==> src/rtl/ibpl_act_scheduler_pkg.sv <==
// Shared types and helpers for the interbackplane activity scheduler.
package ibpl_sched_pkg;

    localparam int CARDLET_IN_W = 8;

    typedef enum logic {
        IDLE  = 1'b0,
        VISIT = 1'b1
    } sched_state_e;

    // Stretch counter width; a stretch of 1 still needs one bit.
    function automatic int cnt_width(input int stretch);
        return (stretch < 1) ? 1 : $clog2(stretch + 1);
    endfunction

endpackage

==> src/rtl/ibpl_act_scheduler_edge_capture.sv <==
// Per-slot edge detector: prev/pending registers, pending is set-over-clear on a visit.
module ibpl_edge_capture
    import ibpl_sched_pkg::*;
#(
    parameter int N_CH = 6
) (
    input  logic                    clk,
    input  logic                    rst,
    input  logic [CARDLET_IN_W-1:0] in_i,
    input  logic [N_CH-1:0]         en_i,
    input  logic                    visit_i,
    output logic [N_CH-1:0]         pending_o
);

    logic            primed_q;
    logic [N_CH-1:0] prev_q;
    logic [N_CH-1:0] pend_q;
    logic [N_CH-1:0] pend_d;
    logic [N_CH-1:0] edge_w;

    // The first cycle after reset only loads prev, so static high inputs never look like edges.
    assign edge_w    = primed_q ? ((in_i[N_CH-1:0] ^ prev_q) & en_i) : '0;
    assign pend_d    = (visit_i ? '0 : pend_q) | edge_w;
    assign pending_o = pend_q;

    // NOTE: sequential state uses non-blocking assignments so every register samples pre-edge values.
    always_ff @(posedge clk or posedge rst) begin
        if (rst) begin
            primed_q <= 1'b0;
            prev_q   <= '0;
            pend_q   <= '0;
        end else begin
            primed_q <= 1'b1;
            prev_q   <= in_i[N_CH-1:0];
            pend_q   <= pend_d;
        end
    end

    generate
        if (N_CH < CARDLET_IN_W) begin : g_hi
            logic unused_hi;
            assign unused_hi = ^in_i[CARDLET_IN_W-1:N_CH];
        end
    endgenerate

endmodule

==> src/rtl/ibpl_act_scheduler.sv <==
// Round-robin activity scheduler: stretches captured edges into LED activity and arbitrates plugin errors.
module ibpl_act_scheduler
    import ibpl_sched_pkg::*;
#(
    parameter  int N_SLOTS       = 12,
    parameter  int N_CH          = 6,
    parameter  int STRETCH_SCANS = 3,
    localparam int SLOT_W        = $clog2(N_SLOTS)
) (
    input  logic                             clk,
    input  logic                             rst,
    input  logic                             scan_tick,
    input  logic [N_SLOTS*CARDLET_IN_W-1:0]  internal_in,
    input  logic [N_SLOTS*N_CH-1:0]          input_enable,
    input  logic [N_SLOTS-1:0]               plugin_error,
    input  logic                             err_clr,
    output logic [N_SLOTS*N_CH-1:0]          input_act,
    output logic                             err_any,
    output logic [SLOT_W-1:0]                err_slot,
    output logic                             scan_busy,
    output logic                             scan_wrap,
    output logic                             tick_overrun
);

    localparam int                CNT_W    = cnt_width(STRETCH_SCANS);
    localparam logic [CNT_W-1:0]  CNT_LOAD = CNT_W'(STRETCH_SCANS);
    localparam logic [SLOT_W-1:0] LAST_IDX = SLOT_W'(N_SLOTS - 1);

    sched_state_e       state_q, state_d;
    logic [SLOT_W-1:0]  idx_q, idx_d;
    logic               visit;
    logic [N_SLOTS-1:0] visit_s;
    logic [N_CH-1:0]    pending [N_SLOTS];
    logic [CNT_W-1:0]   cnt_q   [N_SLOTS][N_CH];
    logic [CNT_W-1:0]   cnt_d   [N_SLOTS][N_CH];
    logic               err_any_q, err_any_d;
    logic [SLOT_W-1:0]  err_slot_q, err_slot_d;
    logic               overrun_q, overrun_d;
    logic [SLOT_W-1:0]  low_idx;

    // NOTE: every always_comb output gets a default first, so no path can infer a latch.
    always_comb begin
        state_d   = state_q;
        idx_d     = idx_q;
        visit     = 1'b0;
        scan_wrap = 1'b0;
        case (state_q)
            IDLE: begin
                if (scan_tick) begin
                    state_d = VISIT;
                    idx_d   = '0;
                end
            end
            VISIT: begin
                visit = 1'b1;
                if (idx_q == LAST_IDX) begin
                    scan_wrap = 1'b1;
                    state_d   = IDLE;
                    idx_d     = '0;
                end else begin
                    idx_d = idx_q + SLOT_W'(1);
                end
            end
            default: state_d = IDLE;
        endcase
    end

    assign scan_busy = (state_q == VISIT);

    generate
        for (genvar s = 0; s < N_SLOTS; s++) begin : g_slot
            assign visit_s[s] = visit && (idx_q == SLOT_W'(s));
            ibpl_edge_capture #(.N_CH(N_CH)) u_cap (
                .clk       (clk),
                .rst       (rst),
                .in_i      (internal_in[s*CARDLET_IN_W +: CARDLET_IN_W]),
                .en_i      (input_enable[s*N_CH +: N_CH]),
                .visit_i   (visit_s[s]),
                .pending_o (pending[s])
            );
        end
    endgenerate

    // The visit consumes the pending value registered before this edge; a coinciding edge survives.
    always_comb begin
        cnt_d = cnt_q;
        for (int s = 0; s < N_SLOTS; s++) begin
            for (int c = 0; c < N_CH; c++) begin
                if (visit_s[s]) begin
                    if (!input_enable[s*N_CH + c])  cnt_d[s][c] = '0;
                    else if (pending[s][c])          cnt_d[s][c] = CNT_LOAD;
                    else if (cnt_q[s][c] != '0)      cnt_d[s][c] = cnt_q[s][c] - CNT_W'(1);
                end
            end
        end
    end

    always_comb begin
        input_act = '0;
        for (int s = 0; s < N_SLOTS; s++)
            for (int c = 0; c < N_CH; c++)
                input_act[s*N_CH + c] = (cnt_q[s][c] != '0) && input_enable[s*N_CH + c];
    end

    always_comb begin
        low_idx = '0;
        for (int s = N_SLOTS - 1; s >= 0; s--)
            if (plugin_error[s]) low_idx = SLOT_W'(s);
    end

    // A live plugin error outranks err_clr so a fault can never be silently dropped.
    always_comb begin
        err_any_d  = err_any_q;
        err_slot_d = err_slot_q;
        overrun_d  = overrun_q;
        if (err_clr) begin
            err_any_d  = 1'b0;
            err_slot_d = '0;
            overrun_d  = 1'b0;
        end
        if (|plugin_error && (!err_any_q || err_clr)) begin
            err_any_d  = 1'b1;
            err_slot_d = low_idx;
        end
        if (scan_tick && state_q == VISIT) overrun_d = 1'b1;
    end

    assign err_any      = err_any_q;
    assign err_slot     = err_slot_q;
    assign tick_overrun = overrun_q;

    always_ff @(posedge clk or posedge rst) begin
        if (rst) begin
            state_q    <= IDLE;
            idx_q      <= '0;
            err_any_q  <= 1'b0;
            err_slot_q <= '0;
            overrun_q  <= 1'b0;
            for (int s = 0; s < N_SLOTS; s++)
                for (int c = 0; c < N_CH; c++)
                    cnt_q[s][c] <= '0;
        end else begin
            state_q    <= state_d;
            idx_q      <= idx_d;
            err_any_q  <= err_any_d;
            err_slot_q <= err_slot_d;
            overrun_q  <= overrun_d;
            cnt_q      <= cnt_d;
        end
    end

endmodule

==> config.mk <==
export PLATFORM = sky130hd
export DESIGN_NAME = ibpl_act_scheduler
export DESIGN_NICKNAME = d
export VERILOG_FILES = /design/src/rtl/ibpl_act_scheduler_pkg.sv /design/src/rtl/ibpl_act_scheduler_edge_capture.sv /design/src/rtl/ibpl_act_scheduler.sv
export SDC_FILE = /design/constraint.sdc
export NUM_CORES = 1
export LEC_CHECK = 0
export ABC_AREA = 1
export CORE_ASPECT_RATIO = 1.1
export CORE_MARGIN = 2
export CORE_UTILIZATION = 40
export DETAILED_ROUTE_END_ITERATION = 6
export GPL_ROUTABILITY_DRIVEN = 0
export GPL_TIMING_DRIVEN = 0
export PLACE_DENSITY = 0.73
export SETUP_SLACK_MARGIN = 0.02
export SYNTH_ARGS = -nofsm -noshare
export SYNTH_HDL_FRONTEND = slang
export SYNTH_HIERARCHICAL = 1
export SYNTH_SLANG_ARGS = --single-unit
==> constraint.sdc <==
create_clock -name clk -period 7.5 [get_ports clk]
set_input_delay 0.75 -clock clk [delete_from_list [all_inputs] [get_ports clk]]
set_output_delay 0.75 -clock clk [all_outputs]
set_load 0.05 [all_outputs]
==> results.yml, run 1 <==
status:
  status: "completed"
layout:
  fillers: 3471
  diodes: 0
  area_delta_synth_final_pct: 27.64
  final_area_mm2: 0.01994
  nets: 2509
  drive_above_1_share_pct: 2.725
pwr:
  ir_drop_v: 0.0002539
  p_comb_share_pct: 38.1
  leakage_nw: 10.81
  clkPwrFrac_pct: 25.8
  internal_power_w: 0.004424
  p_sw_w: 0.002796
  powerDensity_mw_per_mm2: 362.1
  p_seq_share_pct: 36.1
  switching_share_pct: 38.72
die:
  rows: 75
  die_y_um: 211.3
  core_mm2: 0.03829
  io_pins: 264
  die_x_um: 192.4
  dieArea_mm2: 0.04066
  start_util_pct: 40.81
critical_path:
  cp-end-kind: "output pin"
  crit_type: "flip-flop to output pin"
  worstPathArrival_ns: 2.51
  critPathRequiredTime_ns: 6.75
  cp_slowest_stage_delay_ns: 0.81
  crit_slowest_cell: "clkdlybuf4s50_1"
  cp_cell_sequence: "ha_1 -> nand2_1 -> inv_1 -> nand2_1 -> inv_1 -> clkdlybuf4s50_1"
  cp-start-kind: "flip-flop"
  cpLargestDelayFamily: "buffers and inverters"
  worstPathMaxFanout: 7
  path_buf_inv: 3
global_routing:
  grt_pass1_vias: 13432
  grt_use_total_pct: 18.35
  gr-total-overflow: 0
  grt_pass1_wl_mm: 61.23
  grt_max_degree: 80
  antenna_found_initial: 0
clocking:
  clkTransAtPathRegs_ns: 0.06
  cts_hold_buffers: 0
  cts_buffer_depth: 3
  cts_tree: "built"
  clk_latency_ns: 0.51
  cts_resized: 0
  cts-root-buf: "clkbuf_16"
  clock_sinks: 311
  cts_setup_buffers: 0
  cts-buffers-inserted: 36
  htreeDepth: 2
routing:
  num_vias: 13123
  post_drt_via_cell_ratio: 4.729
  drt_iter0_drc: 460
  first_pass_iters: 4
  wl_mm: 36.66
  wl_per_cell_um: 13.21
  drtAntennaViolNets: 0
  drc: 0
yosys:
  netlist_area_mm2: 0.01562
  yosys.cell_types.count: 16
  synthTopCellsByCount: "inv_1, nand2_1, dfrtp_1, nor2_1, o21ai_0"
  netlist_instances: 1971
  ys_top_cells_by_area: "dfrtp_1, inv_1, nand2_1"
  synth-async-reset-ratio_pct: 100.0
  netlist.area_leader.share_pct: 49.81
  yosysMostFrequentCell: "inv_1"
  synth_warnings: 6
  yosys.area.top_type: "dfrtp_1"
  synth.ff_latch_count: 311
  synth-edff-count: 0
  syn_avg_cell_area_um2: 7.927
  synth_ff_type: "dfrtp_1"
  seq_area_frac_synth_pct: 49.81
  synth_fp_nets: 2231
min_path:
  hold_class: "flip-flop to flip-flop"
timing:
  setup_viol: 0
  fin_ws_ns: 4.239
  finClkSkew_ns: 0.01124
  fin_crit_ns: 3.261
  rsz0062_at_grt: "false"
  finalCritPeriodShare_pct: 43.48
  fmax_mhz: 306.6
  worst-slew-pin-transition_ns: 1.232
  hold_viol_final: 0
  maxSlewHeadroom_pct: 17.63
  drv_slew: 0
flow_run:
  drv_cap: 0
placement:
  place.port_buffers: 239
  place_area_mm2: 0.01868
  dp_hpwl_mm: 27.28
  dp_slack_ns: 4.329
[through the flow]
stage | hold slack (ns) | power (W) | cells | util, % | setup TNS, ns
global placement | 0.4585 | 0.005179 | 2710 | 48.69 | -132.91
floorplan | 0.4940 | 0.004497 | 1971 | - | 0
global route | 0.5115 | 0.007808 | 2775 | 52.09 | 0
finish | 0.4696 | 0.007220 | 2775 | 52.09 | 0
detailed placement | 0.4655 | 0.005386 | 2711 | 48.78 | 0
CTS | 0.4797 | 0.007313 | 2775 | 52.09 | 0
[worst paths after layout]
check	from	end	slack [ns]	cells past startpoint
hold reg to reg	tick_overrun$_DFFE_PP0P_	tick_overrun$_DFFE_PP0P_	0.47	2
max in group asynchronous	rst	cnt_q[57]$_DFFE_PP0P_	5.04	3
hold / removal	tick_overrun$_DFFE_PP0P_	tick_overrun$_DFFE_PP0P_	0.47	2
min in group asynchronous	rst	g_slot[5].u_cap/pending_o[1]$_DFF_PP0_	1.59	2
setup / recovery	idx_q[0]$_DFFE_PP0P_	scan_wrap	4.24	6
setup reg to reg	idx_q[0]$_DFFE_PP0P_	cnt_q[37]$_DFFE_PP0P_	5.61	8
[power groups by stage]
| stage | sequential (W) | combinational (W) | clock, W |
|---|---|---|---|
| 2_1_floorplan | 0.00256 | 0.00194 | 0 |
| 3_3_place_gp | 0.00260 | 0.00258 | 0 |
| 3_5_place_dp | 0.00263 | 0.00276 | 0 |
| 4_1_cts | 0.00260 | 0.00279 | 0.00192 |
| 5_1_grt | 0.00268 | 0.00315 | 0.00198 |
| 6_report | 0.00260 | 0.00275 | 0.00187 |
[metal layers]
metal	share of wire, %	track usage, %	up-vias
li1	-	-	6630
met1	41	20.67	6176
met2	50	33.73	244
met3	6.1	4.253	73
met4	2.8	6.238	0
met5	0	0	-
[placed cells by master (no fill, tap or decap), types with 37 or more instances in the layout]
cell type / instances
o211ai_1: 145
nor2_1: 151
nand2_1: 403
ha_1: 76
clkdlybuf4s50_1: 239
nand3_1: 80
o21ai_0: 149
clkbuf_16: 37
inv_1: 563
dfrtp_1: 311
a21oi_1: 73
[kinds of logic (layout without fill, tap and decap cells)]
group,after synthesis,count (layout),share of synthesized area [%]
simple gates,637,637,15.98
other cells,12,12,0.2883
fa+ha+maj,76,76,6.086
compound gates,369,369,14.18
xor+xnor,1,1,0.05607
flops,311,311,49.81
buf+inv,565,869,13.60
[worst reg2reg max path, delay by kind of cell (launching register included)]
family | cells | cell delay [ns]
DFF | 1 | 0.43
adders and majority gates | 1 | 0.15
AOI/OAI and AO/OA | 3 | 0.64
and+or+nand+nor | 2 | 0.34
buffers and inverters | 2 | 0.24
[registers in the layout (all words and copies together) (netlist names)]
register	flops
err_slot	4
g_slot.u_cap/prev_q	72
cnt_q	144
err_any	1
tick_overrun	1
idx_q	4
g_slot.u_cap/pending_o	72
g_slot.u_cap/primed_q	12
scan_busy	1
[final cells by class]
class	count	area [um^2]	share of cell area (%)
sequential	311	7782	39.03
multi-input combinational	1095	5717	28.67
clock inverter	14	220.2	1.104
clock buffer	50	1045	5.239
timing repair buffer	240	2420	12.13
inverter	564	2125	10.65
tap	500	625.6	3.137
buffer	1	7.507	0.03765
Note: power is estimated with default switching activity, not from simulation.
==> inputs of run 2 (changes only) <==
- PLACE_DENSITY: 0.73 -> 0.75
- clock period: 7.5 -> 2.9 ns (I/O delays scaled with it)
==> run 2 against run 1 <==
First-iteration DRC count is 48% higher; hold slack worse by 0.23 ns; combinational power grew to 2.6 times the previous value.
==> results.yml, run 2 (synthesis gave the netlist of run 1 again) <==
clocking:
  clock_sinks: 311
  clkTransAtPathRegs_ns: 0.06
  cts_tree: "built"
  cts_resized: 1
  htreeDepth: 2
  cts-root-buf: "clkbuf_16"
  cts-buffers-inserted: 36
  cts_hold_buffers: 0
  clk_latency_ns: 0.55
  cts_buffer_depth: 3
  cts_setup_buffers: 0
min_path:
  whs_path_depth: 1
  hold_start: "internal_in[11]"
  hold_class: "primary input to flip-flop"
  min_to: "g_slot[1].u_cap/prev_q[3]$_DFF_PP0_"
layout:
  area_delta_synth_final_pct: 27.56
  nets: 2512
  largest_register_ffs: 144
  layout.cells.non_filler: 2775
  mostFrequentLayoutCells: "inv_1, nand2_1, dfrtp_1"
  largest-register: "cnt_q"
  final_common_cell: "inv_1"
  regArea_mm2: 0.007782
  drive_above_1_share_pct: 2.772
  multi_input_area_mm2: 0.005717
  fillers: 3494
timing:
  setup_viol: 0
  rsz0062_at_grt: "false"
  worst-slew-pin-transition_ns: 1.128
  maxSlewHeadroom_pct: 24.57
  fmax_mhz: 396.5
  finalCritPeriodShare_pct: 86.96
  setup_tns_ns: 0
  finClkSkew_ns: 0.01925
  hold_viol_final: 0
  drv_slew: 0
  fin_crit_ns: 2.522
  fin_ws_ns: 0.3781
global_routing:
  grt_max_degree: 40
  grt_pass1_wl_mm: 61.09
  gr-usage-met3_pct: 4.768
  gr-total-overflow: 0
  grt-busiest-layer: "met2"
  use_met1_pct: 21.00
  met2_usage_pct: 33.18
  grt_use_total_pct: 18.52
  grt_pass1_vias: 13298
  antenna_found_initial: 1
critical_path:
  cp_slowest_stage_delay_ns: 0.53
  cp-start-kind: "flip-flop"
  r2r_start: "idx_q[0]$_DFFE_PP0P_"
  cp-end-kind: "output pin"
  worstPathMaxFanout: 7
  crit_slowest_cell: "dlygate4sd2_1"
  worstPathArrival_ns: 2.23
  rrSetupSlack_ns: 1.05
  critPathRequiredTime_ns: 2.61
  cp_cell_sequence: "ha_1 -> nand2_1 -> inv_1 -> nand2_1 -> inv_1 -> dlygate4sd2_1"
  crit_type: "flip-flop to output pin"
  r2r_end: "cnt_q[117]$_DFFE_PP0P_"
  r2r_cells: 8
status:
  status: "completed"
die:
  start_util_pct: 40.81
  core_mm2: 0.03829
  die_x_um: 192.4
  die_y_um: 211.3
  rows: 75
  dieArea_mm2: 0.04066
  io_pins: 264
placement:
  dp_slack_ns: 0.4121
  dp_hpwl_mm: 27.71
  dp.cells: 2714
  place.port_buffers: 239
routing:
  post_drt_via_cell_ratio: 4.762
  drc: 0
  wl_mm: 37.03
  num_vias: 13214
  first_pass_iters: 7
  wl_per_cell_um: 13.34
  drtAntennaViolNets: 0
  drt_iter0_drc: 681
pwr:
  p_total_w: 0.01853
  leakage_nw: 10.79
  ir_drop_v: 0.0005523
  powerDensity_mw_per_mm2: 929.5
flow_run:
  drv_cap: 0
run 2: cell types whose count changed in the layout (fill, tap and decap cells not counted), sizes merged, moves of 2 or more:
cell / change
buf: +3
clkinv: -6
diode: +2
clkinvlp: +4
bufinv: -3
run 2: metrics by stage:
stage	instance area [um^2]	hold slack, ns	utilization (%)
final	19930	0.2378	52.06
after detailed placement	18730	0.4631	48.91
after floorplan	15630	0.1670	-
after CTS	19930	0.2027	52.04
after global routing	19930	0.2252	52.05
after global placement	18650	0.4591	48.70
run 2: power breakdown:
| part | internal (W) | switching (W) | leakage, nW |
|---|---|---|---|
| clock network | 0.00282 | 0.00183 | 0.584 |
| logic | 0.00252 | 0.00463 | 6.59 |
| registers | 0.00589 | 0.000836 | 3.62 |
| total | 0.0112 | 0.00729 | 10.8 |
run 2: how the worst max path moves through the flow:
stage	startpoint	endpoint	slack, ns	cells after the start
2_1_floorplan	rst	cnt_q[0]$_DFFE_PP0P_	0.65	1
3_3_place_gp	rst	cnt_q[117]$_DFFE_PP0P_	-1.94	2
3_5_place_dp	rst	cnt_q[143]$_DFFE_PP0P_	0.41	4
4_1_cts	idx_q[0]$_DFFE_PP0P_	scan_wrap	0.29	6
5_1_grt	idx_q[0]$_DFFE_PP0P_	scan_wrap	0.23	6
6_report	idx_q[0]$_DFFE_PP0P_	scan_wrap	0.38	6
run 2: critical path, delay by kind of cell, from the launching register on:
family	cells	cell delay, ns
buffers and inverters	3	0.77
DFF	1	0.41
and+or+nand+nor	2	0.32
adders and majority gates	1	0.19
run 2: area by class of cell:
class,instances,area share (%)
Inverter,564,10.64
Antenna cell,2,0.02511
Tap cell,500,3.139
Sequential cell,311,39.05
Buffer,1,0.03767
Multi-Input combinational cell,1095,28.68
Clock inverter,10,0.7031
Clock buffer,49,5.324
Timing Repair Buffer,243,12.40
run 2: metal layers:
layer	vias up	wire, um
met5	-	0
met3	75	2191
li1	6621	-
met4	0	1133
met2	252	18590
met1	6266	15120
==> inputs of run 3 (changes only) <==
- ABC_CLOCK_PERIOD_IN_PS: default -> 2900
- GPL_TIMING_DRIVEN: 0 -> default
==> run 3 against run 2 <==
Non-clock buffer count up 3; final area down 0.28%; hold slack better by 0.017 ns; highest routed layer is now met5; fmax down 5.1%; via count down 0.63%; total power down 1.5%; die area unchanged; cell count up 0.11%; setup slack worse by 0.14 ns.
==> results.yml, run 3 (synthesis gave the netlist of run 1 again) <==
status:
  status: "completed"
min_path:
  whs_path_depth: 1
  hold_class: "primary input to flip-flop"
  hold_start: "internal_in[10]"
  min_to: "g_slot[1].u_cap/prev_q[2]$_DFF_PP0_"
layout:
  diodes: 0
  layout.cells.non_filler: 2778
  largest-register: "cnt_q"
  drive_above_1_share_pct: 2.766
  largest_register_ffs: 144
  multi_input_area_mm2: 0.005717
  regArea_mm2: 0.007782
  final_common_cell: "inv_1"
  mostFrequentLayoutCells: "inv_1, nand2_1, dfrtp_1"
  nets: 2515
  fillers: 3473
  area_delta_synth_final_pct: 27.21
flow_run:
  drv_cap: 0
global_routing:
  grt_use_total_pct: 18.61
  grt_pass1_vias: 13517
  grt_pass1_wl_mm: 61.20
  antenna_found_initial: 1
  grt_max_degree: 41
  gr-total-overflow: 0
critical_path:
  cp-start-kind: "flip-flop"
  r2r_start: "idx_q[0]$_DFFE_PP0P_"
  worstPathMaxFanout: 11
  worstPathArrival_ns: 2.37
  crit_type: "flip-flop to output pin"
  r2r_end: "cnt_q[119]$_DFFE_PP0P_"
  cp-end-kind: "output pin"
  critPathRequiredTime_ns: 2.61
  r2r_cells: 8
  rrSetupSlack_ns: 1.01
timing:
  worst-slew-pin-transition_ns: 0.5948
  finClkSkew_ns: 0.01264
  fmax_mhz: 376.2
  finalCritPeriodShare_pct: 91.66
  maxSlewHeadroom_pct: 60.22
  setup_tns_ns: 0
  fin_ws_ns: 0.2418
  rsz0062_at_grt: "false"
  setup_viol: 0
  fin_crit_ns: 2.658
  drv_slew: 0
  hold_viol_final: 0
die:
  dieArea_mm2: 0.04066
  start_util_pct: 40.81
  core_mm2: 0.03829
  io_pins: 264
  die_y_um: 211.3
  die_x_um: 192.4
  rows: 75
clocking:
  cts_hold_buffers: 0
  clock_sinks: 311
  cts-root-buf: "clkbuf_16"
  cts-buffers-inserted: 36
  clkTransAtPathRegs_ns: 0.06
  clk_latency_ns: 0.53
  cts_tree: "built"
  cts_setup_buffers: 0
  htreeDepth: 2
  cts_buffer_depth: 3
  cts_resized: 0
placement:
  place.port_buffers: 239
  dp_hpwl_mm: 27.84
  dp.cells: 2717
  dp_slack_ns: 0.6558
pwr:
  leakage_nw: 10.77
  powerDensity_mw_per_mm2: 918.1
  ir_drop_v: 0.0005296
  p_total_w: 0.01825
routing:
  post_drt_via_cell_ratio: 4.727
  num_vias: 13131
  first_pass_iters: 5
  wl_mm: 36.70
  wl_per_cell_um: 13.21
  drc: 0
  drtAntennaViolNets: 0
  drt_iter0_drc: 541
[run 3: cell count changes in the layout (fill, tap and decap cells not counted)]
cell,previous run,this run
diode_2,2,0
clkbuf_8,9,13
clkinvlp_4,4,2
buf_4,1,6
dlygate4sd2_1,1,0
clkbuf_1,3,8
bufinv_16,3,0
clkdlybuf4s50_1,238,239
inv_6,2,0
buf_12,4,2
[run 3: how the worst max path moves through the flow]
stage                             start                   end  cells after the start
floorplan                           rst  cnt_q[0]$_DFFE_PP0P_                      1
global placement        input_enable[3]          input_act[3]                      4
detailed placement      input_enable[3]          input_act[3]                      4
CTS                 scan_busy$_DFF_PP0_             scan_wrap                      5
global route        scan_busy$_DFF_PP0_             scan_wrap                      5
finish              scan_busy$_DFF_PP0_             scan_wrap                      5
[run 3: layout make-up]
cell class	count	area share, %
Timing Repair Buffer	247	12.46
Clock buffer	58	5.710
Tap cell	500	3.148
Clock inverter	3	0.08813
Inverter	564	10.67
Multi-Input combinational cell	1095	28.76
Sequential cell	311	39.16
[run 3: report_power, final]
group	internal [W]	switching, W	total [W]
clock	0.00266	0.00174	0.00440
sequential	0.00589	0.000858	0.00675
combinational	0.00250	0.00459	0.00710
total	0.0111	0.00719	0.0182
[run 3: layer usage]
layer  global-route usage [%]  up-vias  part of all wire [%]
met5                        0        -                 0.033
met4                    8.107        2                   3.4
met3                    3.373       79                   4.4
met2                    33.44      230                    50
met1                    21.53     6182                    42
li1                         -     6638                     -
[run 3: critical path: stages (launching register included)]
cell and delay (ns):
dfrtp_1 0.56, nand2_1 0.12, inv_1 0.10, nand2_1 0.13, inv_1 0.12, clkdlybuf4s50_1 0.81
[run 3: per-stage QoR]
step           hold WS, ns  instance area, um^2  utilization [%]
2_1_floorplan       0.1670                15630                -
3_3_place_gp        0.4581                18720            48.90
3_5_place_dp        0.4677                18720            48.90
4_1_cts             0.2198                19880            51.91
5_1_grt             0.2388                19880            51.91
6_report            0.2548                19880            51.91
